===== src/rtl/basic_blocks_pkg.sv =====
// Shared definitions for the Basic_Blocks counter/timer family.
// Mode encodings and a prescaler width helper.
package basic_blocks_pkg;

  localparam logic MODE_ONESHOT  = 1'b0;
  localparam logic MODE_PERIODIC = 1'b1;

  function automatic int unsigned presc_width(
    input int unsigned p
  );
    return (p > 1) ? $clog2(p) : 1;
  endfunction

endpackage


===== src/rtl/prescaler_tick.sv =====
// Divides enabled increments down to one tick every PRESCALE incs.
// PRESCALE=1 passes inc straight through with no state.
module prescaler_tick
  import basic_blocks_pkg::*;
#(
  parameter int unsigned PRESCALE = 1
) (
  input  logic clk,
  input  logic reset,
  input  logic clr,
  input  logic inc,
  output logic tick
);

  generate
    if (PRESCALE <= 1) begin : g_bypass
      logic unused_ok;
      assign unused_ok = ^{clk, reset, clr};
      assign tick = inc;
    end else begin : g_count
      localparam int unsigned W = presc_width(PRESCALE);
      localparam logic [W-1:0] LAST = W'(PRESCALE - 1);

      logic [W-1:0] cnt_q;
      logic [W-1:0] cnt_d;

      always_comb begin
        tick  = inc & (cnt_q == LAST);
        cnt_d = cnt_q;
        if (clr) begin
          cnt_d = '0;
        end else if (tick) begin
          cnt_d = '0;
        end else if (inc) begin
          cnt_d = cnt_q + 1'b1;
        end
      end

      always_ff @(posedge clk) begin
        if (reset) begin
          cnt_q <= '0;
        end else begin
          cnt_q <= cnt_d;
        end
      end
    end
  endgenerate

endmodule


===== src/rtl/down_counter_reload.sv =====
// Loadable down counter/timer with terminal-count pulse.
// One-shot or auto-reload; Q never underflows past 0.
module down_counter_reload
  import basic_blocks_pkg::*;
#(
  parameter int unsigned Bits     = 4,
  parameter int unsigned PRESCALE = 1
) (
  input  logic            clk,
  input  logic            reset,
  input  logic            en,
  input  logic            load,
  input  logic [Bits-1:0] load_val,
  input  logic            periodic,
  output logic [Bits-1:0] Q,
  output logic            zero,
  output logic            tc_pulse,
  output logic            busy
);

  localparam logic [Bits-1:0] ONE = Bits'(1);

  logic [Bits-1:0] q_q;
  logic [Bits-1:0] q_d;
  logic [Bits-1:0] reload_q;
  logic [Bits-1:0] reload_d;
  logic            busy_q;
  logic            busy_d;
  logic            tc_q;
  logic            tc_d;
  logic            tick;

  prescaler_tick #(
    .PRESCALE(PRESCALE)
  ) u_presc (
    .clk  (clk),
    .reset(reset),
    .clr  (load),
    .inc  (en & busy_q),
    .tick (tick)
  );

  always_comb begin
    q_d      = q_q;
    reload_d = reload_q;
    busy_d   = busy_q;
    tc_d     = 1'b0;
    if (load) begin
      q_d      = load_val;
      reload_d = load_val;
      busy_d   = |load_val;
    end else if (tick) begin
      if (q_q == ONE) begin
        tc_d = 1'b1;
        if (periodic == MODE_PERIODIC) begin
          q_d = reload_q;
        end else begin
          q_d    = '0;
          busy_d = 1'b0;
        end
      end else begin
        q_d = q_q - ONE;
      end
    end
  end

  always_ff @(posedge clk) begin
    if (reset) begin
      q_q      <= '0;
      reload_q <= '0;
      busy_q   <= 1'b0;
      tc_q     <= 1'b0;
    end else begin
      q_q      <= q_d;
      reload_q <= reload_d;
      busy_q   <= busy_d;
      tc_q     <= tc_d;
    end
  end

  assign Q        = q_q;
  assign zero     = (q_q == '0);
  assign tc_pulse = tc_q;
  assign busy     = busy_q;

endmodule


===== config.mk =====
export PLATFORM = sky130hd
export DESIGN_NAME = down_counter_reload
export DESIGN_NICKNAME = d
export VERILOG_FILES = /design/src/rtl/basic_blocks_pkg.sv /design/src/rtl/prescaler_tick.sv /design/src/rtl/down_counter_reload.sv
export SDC_FILE = /design/constraint.sdc
export NUM_CORES = 1
export LEC_CHECK = 0
export CAP_MARGIN = 20
export CORE_UTILIZATION = 25
export CTS_CLUSTER_DIAMETER = 100
export DETAILED_ROUTE_END_ITERATION = 6
export DONT_BUFFER_PORTS = 1
export SKIP_LAST_GASP = 1
export SLEW_MARGIN = 20
export SYNTH_ARGS = -nofsm -noshare
export SYNTH_HDL_FRONTEND = slang
export SYNTH_HIERARCHICAL = 1
export SYNTH_SLANG_ARGS = --single-unit

===== constraint.sdc =====
create_clock -name clk -period 2.85 [get_ports clk]
set_input_delay 0.1425 -clock clk [delete_from_list [all_inputs] [get_ports clk]]
set_output_delay 0.1425 -clock clk [all_outputs]
set_load 0.01 [all_outputs]

==> Word-level counts from Yosys, hierarchy flattened <==
Cells that the tools add are included.
{ "totals": {"reg_bits": 10, "latch_bits": 0, "ramBits": 0, "romBits": 0, "input_bits": 9, "output_inout_bits": 7, "word_cells": 24, "memories": 0} }
{ "op_classes": {"n_addsub": 1, "n_mul": 0, "div": 0, "n_lt_le_gt_ge": 0, "n_eq_ne": 2, "n_shift": 0, "muxes": 9, "bitwise_logic": 2, "n_reduce_logical": 6} }
{ "ops": {"columns": ["operator", "count"], "rows": [
  ["$mux W4", 4],
  ["$mux W1", 5],
  ["$eq A4 B1 Y1 const B", 1],
  ["$logic_not A4 Y1", 1],
  ["$reduce_bool A2 Y1", 2],
  ["$reduce_or A4 Y1", 1],
  ["$sub A4 B1 Y4 const B", 1],
  ["$reduce_and A3 Y1", 1],
  ["$reduce_or A3 Y1", 1],
  ["$ne A2 B2 Y1 const B", 1],
  ["$and A1 B1 Y1", 1],
  ["$not A1 Y1", 1]
]} }

==> Depth between registers and ports, before layout <==
Gate-level depths: netlist of run 1.
{ "depth": {"depth_word": 4, "mapped_depth": 7, "mapped_depth_nobuf": 6} }

==> Modules after synthesis <==
Netlist of run 1, hierarchy kept.
{ "modules_own_cells": {"columns": ["module", "n_inst", "cells_each", "area_per_inst_um2", "seq_area_each_um2"], "rows": [
  ["down_counter_reload", 1, 67, 550.5, 200.2],
  ["prescaler_tick", 1, 1, 7.5, 0.0]
]} }

==> Least setup slack after synthesis of run 1 <==
No wires, ideal clock.
{ "synth_timing": {"path_kind": "reg-to-reg", "start": "register q_q[1] (netlist: Q[1])", "end": "register q_q[3] (netlist: Q[3])", "setup_time_ns": 0.130, "arrival_ns": 1.409, "required_ns": 2.720, "setup_slack_ns": 1.311, "path_stages_with_launch": 7, "n_path_buf": 0, "period_less_slack_ns": 1.539, "path_cell_list": "dfxtp_1 -> inv_1 -> ha_1 -> nor3b_2 -> and3_1 -> a2111oi_2 -> nor3_2"} }
{ "synth_via": {"elab_chain_len": 4, "word_cells_on_any_way": 5, "classes_between": "add/sub: 1; eq/ne: 1; mux: 3"} }
{ "synth_lines": {"columns": ["item", "line_no", "rtl"], "rows": [
  ["from (decl)", "down_counter_reload.sv:23", "logic [Bits-1:0] q_q;"],
  ["from (signal assigned)", "down_counter_reload.sv:74", "q_q <= q_d;"],
  ["$sub A4 B1 Y4 / $eq A4 B1 Y1 (equally long branches)", "down_counter_reload.sv:62, down_counter_reload.sv:53", null],
  ["$mux W4 *", "down_counter_reload.sv:53", "if (q_q == ONE) begin"],
  ["$mux W4 *", "down_counter_reload.sv:52", "end else if (tick) begin"],
  ["$mux W4 *", "down_counter_reload.sv:48", "if (load) begin"]
]} }
Mark *: on every way between the ends. The rest lies on a longest branch, timed or not. The select of a mux whose other input is x is not followed.
A chain may end at the register's enable or synchronous reset.

==> Final worst setup path of run 1 <==
Ends and elaborated chain as after synthesis.

==> results of run 1 <==
## flip-flops by register name (all words and copies together) (netlist names)
signal and cells:
reload_q 4, busy 1, tc_pulse 1, Q 4
## cell usage after synthesis (all sizes together)
master,instances
a2111oi,1
a21oi,6
a311oi,1
and2,1
and3,2
buf,1
clkbuf,3
dfxtp,10
ha,3
inv,3
mux2i,1
nand2,6
nand2b,5
nand3,2
nand3b,1
nand4b,1
nor2,6
nor3,4
nor3b,2
nor4,1
o211a,1
o21ai,4
o22ai,2
or3,1
## what timing repair did
item	in CTS	in global routing
setup buffers	0	0
endpoints found under the hold margin	9	0
hold buffers	1	0
## worst paths after layout
kind	from	slack [ps]	depth (start not counted)	to
hold / removal	load_val[3]	30	2	reload_q[3]$_SDFFE_PP0P_
setup reg to reg	Q[1]$_SDFFE_PP0P_	1180	6	Q[3]$_SDFFE_PP0P_
hold reg to reg	reload_q[2]$_SDFFE_PP0P_	480	2	reload_q[2]$_SDFFE_PP0P_
setup / recovery	Q[1]$_SDFFE_PP0P_	1180	6	Q[3]$_SDFFE_PP0P_
## metrics by stage
stage	util	std cells	power [mW]
floorplan	-	68	0.203
global placement	0.283	91	0.206
detailed placement	0.283	91	0.207
CTS	0.306	96	0.340
global route	0.306	96	0.358
finish	0.306	96	0.335
## cell type report
cell class | count | share of cell area
multi-input combinational | 51 | 0.529
inverter | 3 | 0.0182
timing repair buffer | 1 | 0.0162
sequential | 10 | 0.323
tap | 27 | 0.0545
clock buffer | 4 | 0.0586
## power by group through the flow
stage	clock network (mW)	registers [mW]	logic (mW)
3_3_place_gp	0	0.164	0.0419
5_1_grt	0.144	0.162	0.0515
6_report	0.128	0.161	0.0461
2_1_floorplan	0	0.162	0.0409
4_1_cts	0.133	0.161	0.0460
3_5_place_dp	0	0.164	0.0428
## layer usage
layer / vias to the layer above / share of wire / track usage
met3: 2 / 0.13 / 0.0748
met1: 224 / 0.45 / 0.134
li1: 242 / - / -
met2: 24 / 0.41 / 0.153
met5: - / 0 / 0
met4: 0 / 0.0079 / 0.0441
## cell families (layout without fill, tap and decap cells)
group	count (synthesis)	after routing
buffers and inverters	7	8
and+or+nand+nor	32	32
muxes	1	1
AOI/OAI and AO/OA	15	15
DFF	10	10
adders and majority gates	3	3
## layout by cell type (no fill, tap or decap), types with 2 or more instances in the layout
cell type,instances
a21oi_1,6
and3_1,2
clkbuf_4,3
dfxtp_1,10
ha_1,3
inv_1,3
nand2_1,6
nand2b_1,5
nand3_1,2
nor2_1,6
nor3_1,3
o21ai_0,4
o22ai_1,2
==> qor.txt, run 1 <==
FILL cells - 227
Area share of and/or/nand/nor cells after synthesis - 0.330
Top cell type's share of synthesized area - 0.359
Min Tclk post-route - 1670 ps
Pleak - 0.235 nW
Die Footprint - 2430 µm²
Finished Cell Area - 619 µm²
Chip width - 49.2 µm
Antenna Nets Post-Route - 0
Largest net degree at the start of global routing - 17
Status - completed
Comb pwr share - 0.137
IO buf count - 0
CTS buffer count - 3
Crit-path cells - inv_1, ha_1, nor3b_2, and3_1, a2111oi_2, nor3_2
# setup viols final - 0
WL/cell - 13.3 µm
CP max FO - 8
RSZ-0062 raised after global routing - no
Routed wire length - 1270 µm
Max stage delay on crit path - 430 ps
Switching pwr - 0.0881 mW
CTS H-Tree Depth - 1
Max VDD drop - 261 µV
Final hold viol count - 0
GPL Wtd Cong - 0.720
Cts repair resizes - 0
Netlist cell types - 26
Reg power frac - 0.479
Compound-Gate Fraction of Synth Area - 0.173
Measured slew at the worst slew-check pin - 451 ps
DRT Pass-1 Iters - 4
Diodes inserted - 0
Setup slack after placement - 1200 ps
Sw frac - 0.263
First-pass GRT wire length - 1960 µm
Vias per inst - 5.13
Adder-Cell Fraction of Synth Area - 0.0673
Post-Syn Area per Cell - 8.21 µm²
Share of cells above drive strength 1 - 0.116
Post-DP Area - 573 µm²
Gr usage total - 0.111
Root Buffer - clkbuf_4
Most area-hungry cell type in the Yosys netlist - dfxtp_1
Synth Register Bits - 10
Register area - 200 µm²
Core area - 2020 µm²
Initial drt markers - 15
Area of the multi-input gates - 328 µm²
Worst Slack Setup Final - 1180 ps
Netlist Area Pre-Place - 558 µm²
Sinks on the clock net - 10
Slew margin rel. - 0.698
Critical Path RT - 3000 ps
Vias in the first global route - 433
GR Overflow Total - 0
Synth Area in XOR/XNOR - 0
Post-synth net total - 80
WS Path Type - register to register
Hold Path Class - input port to register
Startpoint type of the worst setup path - register
Synth warn - 6
Top area cells in the synthesized netlist - dfxtp_1, ha_1, nand2b_1, a21oi_1, nand2_1
CP max stage cell - dfxtp_1
PD cells - 541 nW/µm²
Max Cap Violations - 0
Layout net count - 82
Maximum clock insertion buffer count - 2
Die height - 49.2 µm
Sequential area share after synthesis - 0.359
Final worst-path cycle share - 0.586
CP Data Arrival Time - 1820 ps
Worst-case clock skew - 3.12 ps
Final TNS setup - 0 ps
Initial Util - 0.276
Largest family of logic cells by synthesized area - simple AND/OR/NAND/NOR gates
Crit-path leading delay family - simple AND/OR/NAND/NOR gates
Hold WS - 30.2 ps
Int Pwr - 0.247 mW
IO Count - 16
Clock share of power - 0.383
Max Clk Rate - 599 MHz
Dpl hpwl - 892 µm
Vias - 492
FP Rows - 16
Clock-pin slew on the worst setup and hold paths - 70 ps
CTS tree - yes
Synth-to-Final Area Change - 11.0%
Initial antenna violation count - 0
Crit. End Element - register
Worst-Skew Late Latency - 260 ps
CP Buf/Inv Count - 1
Post-Synthesis Cells - 68
Post-route DRC - 0
Max-slew violation count - 0
Mux share of post-synthesis cell area - 0.0179
(Power assumes the default switching activity.)
==> run 2: changes to the inputs <==
ABC_AREA = 1   (was default)
clock period = 1.4 ns   (was 2.85 ns; I/O delays follow)
==> run 2 against run 1 <==
Effect of this change:
- non-clock buffer count grew 5
- sequential cell count did not move
- total power rose by 110%
- sequential power is 100% higher
- utilization rose by 0.59 points
- count of clock-buffer cells in the layout fell by 1
- highest routed layer unchanged
==> qor.txt, run 2 <==
Post-DP Area - 623 µm² (was 573 µm²)
Async S/R FF share, synth - 0 (unchanged)
Slew margin rel. - 0.750 (was 0.698)
Post-CTS Setup Inserts - 0 (unchanged)
Initial antenna violation count - 0 (unchanged)
DRT Pass-1 Iters - 4 (unchanged)
Synth Register Bits - 10 (unchanged)
CP max stage cell - dfxtp_1 (unchanged)
Startpoint type of the worst setup path - register (unchanged)
Sinks on the clock net - 10 (unchanged)
Hold Path Class - input port to register (unchanged)
Min Tclk post-route - 1220 ps
Synth Flop Type - dfxtp_1 (unchanged)
CTS buffer count - 3 (unchanged)
Met3 GRT Util - 0.0273 (was 0.0748)
Worst-Skew Late Latency - 260 ps (about the same)
Max stage delay on crit path - 400 ps (was 430 ps)
Finished Layout Cells - 122 (was 96)
Synth-to-Final Area Change - 16.7% (was 11.0%)
Initial Util - 0.268 (was 0.276)
Commonest non-fill, non-tap cell in the layout - nand2_1 (was dfxtp_1)
First-pass GRT wire length - 2150 µm (was 1960 µm)
Worst Slack Setup Final - 183 ps (was 1180 ps)
Vias in the first global route - 475 (was 433)
GPL Wtd Cong - 0.784 (was 0.720)
Critical Path RT - 1330 ps (was 3000 ps)
WS Path Type - register to primary output (was register to register)
Post-Syn Area per Cell - 6.73 µm² (was 8.21 µm²)
EDFF count, synth - 0 (unchanged)
Netlist Area Pre-Place - 592 µm² (was 558 µm²)
Finished Cell Area - 691 µm² (was 619 µm²)
IO Count - 16 (unchanged)
Vias - 541 (was 492)
Netlist cell types - 22 (was 26)
M2 GR Usage - 0.171 (was 0.153)
Synth warn - 6 (unchanged)
Routed wire length - 1300 µm (was 1270 µm)
Sequential area share after synthesis - 0.338 (was 0.359)
Worst-case clock skew - 0.807 ps (was 3.12 ps)
Die height - 50.7 µm (was 49.2 µm)
RSZ-0062 raised after global routing - no (unchanged)
CTS tree - yes (unchanged)
# setup viols final - 0 (unchanged)
Most common library cells after synthesis - nand2_1, nor2_1, dfxtp_1, inv_1, nand3_1 (was dfxtp_1, a21oi_1, nand2_1, nor2_1, nand2b_1)
Final TNS setup - 0 ps (unchanged)
Layout net count - 108 (was 82)
Max-slew violation count - 0 (unchanged)
Pleak - 0.323 nW (was 0.235 nW)
Largest net degree at the start of global routing - 10 (was 17)
Crit path from - Q[0]$_SDFFE_PP0P_ (was Q[1]$_SDFFE_PP0P_)
Diodes inserted - 0 (unchanged)
Post-Place Cells - 115 (was 91)
Initial drt markers - 9 (was 15)
Crit-path cells - inv_1, ha_1, nor3b_2 (was inv_1, ha_1, nor3b_2, and3_1, a2111oi_2, nor3_2)
Antenna Nets Post-Route - 0 (unchanged)
Status - completed (unchanged)
FP Rows - 17 (was 16)
CP Data Arrival Time - 1150 ps (was 1820 ps)
PD cells - 996 nW/µm² (was 541 nW/µm²)
Final Power - 0.688 mW (was 0.335 mW)
GRT busiest layer - met2 (unchanged)
Post-Synthesis Cells - 88 (was 68)
Routing usage on met1 - 0.146 (was 0.134)
Final worst-path cycle share - 0.869
Core area - 2210 µm² (was 2020 µm²)
Most frequent cells in the layout - nand2_1, nor2_1, dfxtp_1, inv_1, nand3_1 (was dfxtp_1, nand2_1, a21oi_1, nor2_1, nand2b_1)
Most area-hungry cell type in the Yosys netlist - dfxtp_1 (unchanged)
Max Clk Rate - 822 MHz
FILL cells - 259 (was 227)
Crit. End Element - primary output (was register)
Max Cap Violations - 0 (unchanged)
Hold WS - 6.32 ps (was 30.2 ps)
IO buf count - 0 (unchanged)
Setup slack after placement - 210 ps (was 1200 ps)
Top area cells in the synthesized netlist - dfxtp_1, nand2_1, nor2_1, ha_1, inv_1 (was dfxtp_1, ha_1, nand2b_1, a21oi_1, nand2_1)
Clock-pin slew on the worst setup and hold paths - 60 ps (was 70 ps)
GR Overflow Total - 0 (unchanged)
Count leader, synth - nand2_1 (was dfxtp_1)
WL/cell - 10.7 µm (was 13.3 µm)
Share of cells above drive strength 1 - 0.160 (was 0.116)
Measured slew at the worst slew-check pin - 374 ps (was 451 ps)
CTS H-Tree Depth - 1 (unchanged)
Worst r2r src - Q[0]$_SDFFE_PP0P_ (was Q[1]$_SDFFE_PP0P_)
Final core occ - 0.312 (was 0.306)
CP max FO - 5 (was 8)
Post-synth net total - 100 (was 80)
Max VDD drop - 505 µV (was 261 µV)
Die Footprint - 2570 µm² (was 2430 µm²)
Min-Delay Startpoint - load (was load_val[3])
Root Buffer - clkbuf_4 (unchanged)
Gr usage total - 0.114 (was 0.111)
Crit-path leading delay family - flip-flops (was simple AND/OR/NAND/NOR gates)
Vias per inst - 4.43 (was 5.13)
Chip width - 50.7 µm (was 49.2 µm)
CP Buf/Inv Count - 1 (unchanged)
Final hold viol count - 0 (unchanged)
Dpl hpwl - 976 µm (was 892 µm)
Maximum clock insertion buffer count - 2 (unchanged)
Top cell type's share of synthesized area - 0.338 (was 0.359)
Post-route DRC - 0 (unchanged)
-- run 2: timing repair --
| item | 4_1_cts | 5_1_grt |
|---|---|---|
| setup endpoints to repair | 0 | 1 |
| hold buffers | 4 | 0 |
| gates resized for setup | 0 | 1 |
| endpoints found under the hold margin | 9 | 0 |
-- run 2: cell type report --
cell class | instances | area (µm²) | area share
clock buffer | 3 | 22.5 | 0.0326
inverter | 13 | 51.3 | 0.0743
multi-input combinational | 62 | 327 | 0.473
sequential | 10 | 200 | 0.290
tap | 28 | 35.0 | 0.0507
timing repair buffer | 6 | 55.1 | 0.0797
-- run 2: cell families after synthesis --
| family | Yosys count | synth area share |
|---|---|---|
| and+or+nand+nor | 46 | 0.347 |
| buffers and inverters | 16 | 0.118 |
| AOI/OAI and AO/OA | 12 | 0.118 |
| DFF | 10 | 0.338 |
| adders and majority gates | 3 | 0.0634 |
| xor gates and xnor gates | 1 | 0.0148 |
-- run 2: worst reg2reg max path, cell delays in order, from the launching register on --
cell	delay (ps)
dfxtp_1	400
inv_1	100
ha_1	300
inv_1	50
nand2_1	40
o21ai_1	70
nand2_1	70
a21oi_2	100
-- run 2: report_power, final --
part	switching [mW]	internal, mW
Clock	0.0952	0.0992
Combinational	0.0956	0.0679
Sequential	0.0256	0.304
-- run 2: layer usage --
layer,routed length (µm),part of all wire
met1,613,0.47
met2,593,0.46
met3,86,0.066
met4,9,0.0069
met5,0,0
-- run 2: path summary, 6_finish.rpt --
path,to,slack (ps),cells after the start
max reg2reg,Q[1]$_SDFFE_PP0P_,200,7
min reg2reg,reload_q[3]$_SDFFE_PP0P_,470,2
min,reload_q[1]$_SDFFE_PP0P_,6,2
max,zero,180,3
